===== src/rtl/kianv_mem_access.sv =====
// Bus-side memory access sequencer: one captured core request per bus
// transaction, with a watchdog that turns a hung bus cycle into a fault.
module kianv_mem_access #(
  parameter int unsigned TIMEOUT_CYCLES = 1023
) (
  input  logic        clk,
  input  logic        resetn,
  input  logic        core_valid,
  input  logic [31:0] core_addr,
  input  logic [31:0] core_wdata,
  input  logic [3:0]  core_wstrb,
  output logic        core_ready,
  output logic [31:0] core_rdata,
  output logic        core_fault,
  output logic        core_fault_store,
  output logic [31:0] core_badaddr,
  output logic        mem_valid,
  output logic [31:0] mem_addr,
  output logic [31:0] mem_wdata,
  output logic [3:0]  mem_wstrb,
  input  logic        mem_ready,
  input  logic [31:0] mem_rdata
);

  localparam int unsigned CW =
    (TIMEOUT_CYCLES == 0) ? 1 : $clog2(TIMEOUT_CYCLES + 1);
  localparam int unsigned TLIM =
    (TIMEOUT_CYCLES == 0) ? 0 : TIMEOUT_CYCLES - 1;
  localparam logic [CW-1:0] CNT_LAST = CW'(TLIM);
  localparam logic [CW-1:0] CNT_MAX = {CW{1'b1}};

  typedef enum logic [1:0] {
    IDLE,
    REQ,
    RESP
  } state_e;

  state_e        state_q, state_d;
  logic [31:0]   addr_q, addr_d;
  logic [31:0]   wdata_q, wdata_d;
  logic [3:0]    wstrb_q, wstrb_d;
  logic [CW-1:0] cnt_q, cnt_d;
  logic [31:0]   rdata_q, rdata_d;
  logic          fault_q, fault_d;
  logic          fstore_q, fstore_d;
  logic [31:0]   badaddr_q, badaddr_d;
  logic          valid_q, valid_d;
  logic          ready_q, ready_d;

  always_comb begin
    state_d   = state_q;
    addr_d    = addr_q;
    wdata_d   = wdata_q;
    wstrb_d   = wstrb_q;
    cnt_d     = cnt_q;
    rdata_d   = rdata_q;
    fault_d   = fault_q;
    fstore_d  = fstore_q;
    badaddr_d = badaddr_q;
    unique case (state_q)
      IDLE: begin
        if (core_valid) begin
          addr_d  = core_addr;
          wdata_d = core_wdata;
          wstrb_d = core_wstrb;
          cnt_d   = '0;
          state_d = REQ;
        end
      end
      REQ: begin
        if (mem_ready) begin
          if (wstrb_q == 4'b0000) rdata_d = mem_rdata;
          fault_d = 1'b0;
          state_d = RESP;
        end else begin
          if (cnt_q != CNT_MAX) cnt_d = cnt_q + 1'b1;
          // ready in the same cycle as expiry takes priority above
          if (TIMEOUT_CYCLES != 0 && cnt_q == CNT_LAST) begin
            fault_d   = 1'b1;
            badaddr_d = addr_q;
            fstore_d  = |wstrb_q;
            state_d   = RESP;
          end
        end
      end
      RESP: state_d = IDLE;
      default: state_d = IDLE;
    endcase
    valid_d = (state_d == REQ);
    ready_d = (state_d == RESP);
  end

  always_ff @(posedge clk or negedge resetn) begin
    if (!resetn) begin
      state_q   <= IDLE;
      addr_q    <= '0;
      wdata_q   <= '0;
      wstrb_q   <= '0;
      cnt_q     <= '0;
      rdata_q   <= '0;
      fault_q   <= 1'b0;
      fstore_q  <= 1'b0;
      badaddr_q <= '0;
      valid_q   <= 1'b0;
      ready_q   <= 1'b0;
    end else begin
      state_q   <= state_d;
      addr_q    <= addr_d;
      wdata_q   <= wdata_d;
      wstrb_q   <= wstrb_d;
      cnt_q     <= cnt_d;
      rdata_q   <= rdata_d;
      fault_q   <= fault_d;
      fstore_q  <= fstore_d;
      badaddr_q <= badaddr_d;
      valid_q   <= valid_d;
      ready_q   <= ready_d;
    end
  end

  assign mem_valid        = valid_q;
  assign mem_addr         = {addr_q[31:2], 2'b00};
  assign mem_wdata        = wdata_q;
  assign mem_wstrb        = wstrb_q;
  assign core_ready       = ready_q;
  assign core_rdata       = rdata_q;
  assign core_fault       = fault_q;
  assign core_fault_store = fstore_q;
  assign core_badaddr     = badaddr_q;

endmodule

===== config.mk =====
export PLATFORM = sky130hd
export DESIGN_NAME = kianv_mem_access
export DESIGN_NICKNAME = d
export VERILOG_FILES = /design/src/rtl/kianv_mem_access.sv
export SDC_FILE = /design/constraint.sdc
export NUM_CORES = 1
export LEC_CHECK = 0
export CAP_MARGIN = 15
export CORE_ASPECT_RATIO = 1.2
export CORE_MARGIN = 1.5
export CORE_UTILIZATION = 47
export CTS_CLUSTER_DIAMETER = 30
export DETAILED_ROUTE_END_ITERATION = 7
export GPL_ROUTABILITY_DRIVEN = 0
export PLACE_DENSITY_LB_ADDON = 0.05
export SYNTH_ARGS = -nofsm -noshare
export SYNTH_HDL_FRONTEND = slang
export SYNTH_SLANG_ARGS = --single-unit

===== constraint.sdc =====
create_clock -name clk -period 4.45 [get_ports clk]
set_input_delay 1.335 -clock clk [delete_from_list [all_inputs] [get_ports clk]]
set_output_delay 1.335 -clock clk [all_outputs]
set_load 0.1 [all_outputs]

==> impl.org <==
** Critical path
- Of all nets on the critical path, the largest fanout is 3.
- In this run the worst setup path begins at addr_q[31].
- The worst setup path is captured at an output pin.
- The worst register-to-register path has a depth of 4.
- The startpoint identified for the worst register-to-register timing path is state_q[0].
- Number of buffer and inverter stages on the critical path :: 1
- Across all register-to-register paths, the minimum setup slack is between 2 and 2.5 ns.
- Startpoint type of the worst setup path :: flop
- Worst reg2reg endpoint :: addr_q[21]
- The largest single stage delay on the critical path is between 1 and 1.5 ns.
- Cell family contributing the most delay on the critical path :: buffers and inverters
- CP required :: around 3.1 ns
- STA puts the critical path data arrival time at about 2.0 ns.
- Critical Path, Cell by Cell :: clkdlybuf4s50_1
- Category of the most critical setup path :: reg2out
- Max stage delay cell, worst path :: sky130_fd_sc_hd__clkdlybuf4s50_1

** Synth
- Proportion of register bits with asynchronous set or reset after synthesis :: 100.0%
- Average footprint of a synthesized cell :: between 10 and 15 um2
- Total of warnings raised by yosys :: 0
- Largest cells by area after synthesis :: sky130_fd_sc_hd__dfrtp_1 (61%), sky130_fd_sc_hd__nand2_1 (13%), sky130_fd_sc_hd__mux2_1 (6.1%), sky130_fd_sc_hd__mux2_2 (5.8%), sky130_fd_sc_hd__buf_4 (4.0%)
- For this run, the leading register cell type out of synthesis is sky130_fd_sc_hd__dfrtp_1.
- Sequential cells were found to cover between 60% and 70% of the synthesized design area.
- In this run, synthesis inferred 0 flip-flops with an integrated enable.
- The number of different library cells used by synthesis comes to 40.
- The synthesized design spends more area on one cell type than any other, namely sky130_fd_sc_hd__dfrtp_1.
- By count the netlist is led by sky130_fd_sc_hd__nand2_1 (210), sky130_fd_sc_hd__dfrtp_1 (148), sky130_fd_sc_hd__mux2_1 (33).
- Counting every instance in the synthesized netlist gives approximately 550.
- sky130_fd_sc_hd__nand2_1 is the most common cell in the netlist.
- Synthesis inferred approximately 150 register bits.
- Synthesized area :: about 6100 um2
- Area share of the largest cell type after synthesis :: between 60% and 70%

** Placement
- Post-DP HPWL :: 10570 um
- Summing all placed instances gives a cell area of between 8000 and 9000 um2.
- Before CTS, the worst setup slack after placement is between 1 and 1.5 ns.
- Count of buffers from port buffering :: between 200 and 250

** STA
- Clock skew on the completed layout was measured at slightly below 0.009 ns.
- Worst max-slew margin expressed relative to the limit :: between 20 and 30%
- Final hold analysis gives a worst-case slack of ~0.47 ns.
- Max Transition Viols Final :: 0
- Number of setup violations in the final report :: 0
- Static timing analysis puts the maximum clock frequency at 299.7 MHz.
- At the pin with the least slew margin, the transition time is approximately 1.1 ns.
- Period Utilization, post-route :: 74.97%
- Period minus WS final :: 3.336 ns
- Post-route setup TNS :: 0 ns
- Setup repair after global routing left no endpoint under its margin.
- Worst-case setup margin in the final layout :: roughly 1.1 ns
- The number of endpoints with negative hold slack in the final report was 0.

** Floorplan
- Area inside the core boundary :: about 13000 um2
- The floorplan has 45 rows.
- The floorplan step set the die width to 106.7 um.
- Total I/O pin count :: 240
- Die area :: roughly 14000 um2
- Die height :: around 130 um
- Starting density of the core :: about half

** Detailed routing
- Vias after detailed routing :: around 4700
- Once detail routing completed, the nets flagged for antenna violations numbered 0.
- Post-detailed-route DRC marker count :: 0
- For this block, the routed nets add up to 14940 um of wire.
- Dividing the detail-routed wire length by the instance count gives between 15 and 20 um.
- For this block, the initial DRC count from the detailed router was a little under 200.
- Dividing the detail-routed via count by the number of cells gives between 5 and 6.
- Number of iterations in the first detailed-routing pass :: 4

** Global routing
- The number of global-route vias before repair is between 4000 and 5000.
- Wire length of the first global-routing pass :: 23420 um
- Across every metal layer, demand over resource in global routing totals around 23%.
- The number of antenna violations at the first check in global routing came to 0.
- Congestion Overflow GR :: 0
- Entering global routing, the biggest net connects 116 pins.

** Flow run
- Count of max-cap constraint violations :: 0

** Clocking
- Clk root buf :: sky130_fd_sc_hd__clkbuf_16
- In this run, post-CTS hold repair placed 0 buffers.
- Total clock buffers created by CTS :: 17
- Number of levels the H-tree was split into :: 4
- After clock tree synthesis, the setup repair step added 0 buffers.
- Clock tree from TritonCTS :: built
- Register clock-pin slew on the reported worst setup and hold paths :: ~0.060 ns
- Cells resized by post-CTS repair :: 0
- TritonCTS Sinks :: 148
- The later pin in the worst-skew pair is clocked with a latency of about 0.42 ns.
- Clock Tree Buf Depth :: 2

** Run status
- The run finished with clean final reports.

** Finish
- The repair_antennas step left the layout with diodes totalling 0.
- The filler cells instantiated in the layout total slightly below 1000.
- After the last flow step, the layout net total stands at 860.
- Fraction of final layout cells sized beyond drive strength 1 :: just under 10%
- The finished cells cover just under 9000 um2.
- Synthesis-to-layout area growth :: 46.55%

** Hold path
- Hold-critical path endpoint :: mem_wdata[3]
- Hold WC Path Type :: reg2reg
- Startpoint of the tightest hold check path :: mem_wdata[3]
- Min-Delay Path Depth :: 2
-- routing by layer --
layer	vias up	track usage, %	wire [um]
met4	0	9.882	427
li1	2172	-	-
met2	180	38.80	7622
met3	33	6.633	1013
met5	-	0	0
met1	2270	25.92	5876
-- state kept, by name, indices dropped and copies added (netlist names), 2 cells and up --
register and count:
addr_q 32, cnt_q 10, core_badaddr 32, core_rdata 32, mem_wdata 32, mem_wstrb 4, state_q 2
-- placed cells by master, fill, tap and decap left out, drive strengths merged, types with 2 or more instances in the layout --
master	count
clkdlybuf4s50	236
nand2	210
dfrtp	148
mux2	64
clkbuf	20
a21oi	9
buf	8
nor2	7
o31ai	6
nand4	6
nand3	4
clkinvlp	4
and4	4
clkinv	4
nand2b	3
or4	3
o21ai	3
inv	3
a21o	2
ha	2
conb	2
bufinv	2
and3	2
nor3b	2
-- metrics by stage --
stage               std cells  utilization (%)
floorplan                 549                -
global placement          899            65.88
detailed placement        899            65.88
CTS                       930            70.46
global route              930            70.46
finish                    930            70.46
-- logic make-up (layout without fill, tap and decap cells) --
| group | after synthesis | after routing | synth area share, % |
|---|---|---|---|
| buffers and inverters | 60 | 277 | 6.624 |
| AO/OA/AOI/OAI | 28 | 28 | 3.178 |
| AND/OR/NAND/NOR | 245 | 245 | 16.76 |
| multiplexers | 64 | 64 | 11.89 |
| flip-flops | 148 | 148 | 61.08 |
| other | 1 | 2 | 0.06185 |
| adder cells (fa/ha/maj) | 2 | 2 | 0.4126 |
-- cell type report --
type,instances,area (um2),share of cell area [%]
flip-flops and latches,148,3704,41.68
repair buffers,244,2426,27.30
multi-input cells,341,1967,22.13
clock buffers,20,446.7,5.027
well taps,164,205.2,2.309
clock inverters,11,130.1,1.464
inverters,2,7.507,0.08448
-- worst register-to-register path, delay by kind of cell (launching register included) --
family | cells | cell delay (ns)
simple gates | 3 | 1.05
flops | 1 | 0.49
buf+inv | 1 | 0.41
-- how the worst max path moves through the flow --
stage / to / cells past startpoint
after floorplan: cnt_q[3] / 4
after global placement: addr_q[22] / 5
after detailed placement: mem_wdata[12] / 5
after CTS: mem_addr[31] / 1
after global routing: mem_addr[20] / 1
final: mem_addr[31] / 1
Power is left out: the tool's default activity adds up to more than one toggle a clock period on the data nets, which glitch-free logic cannot reach.
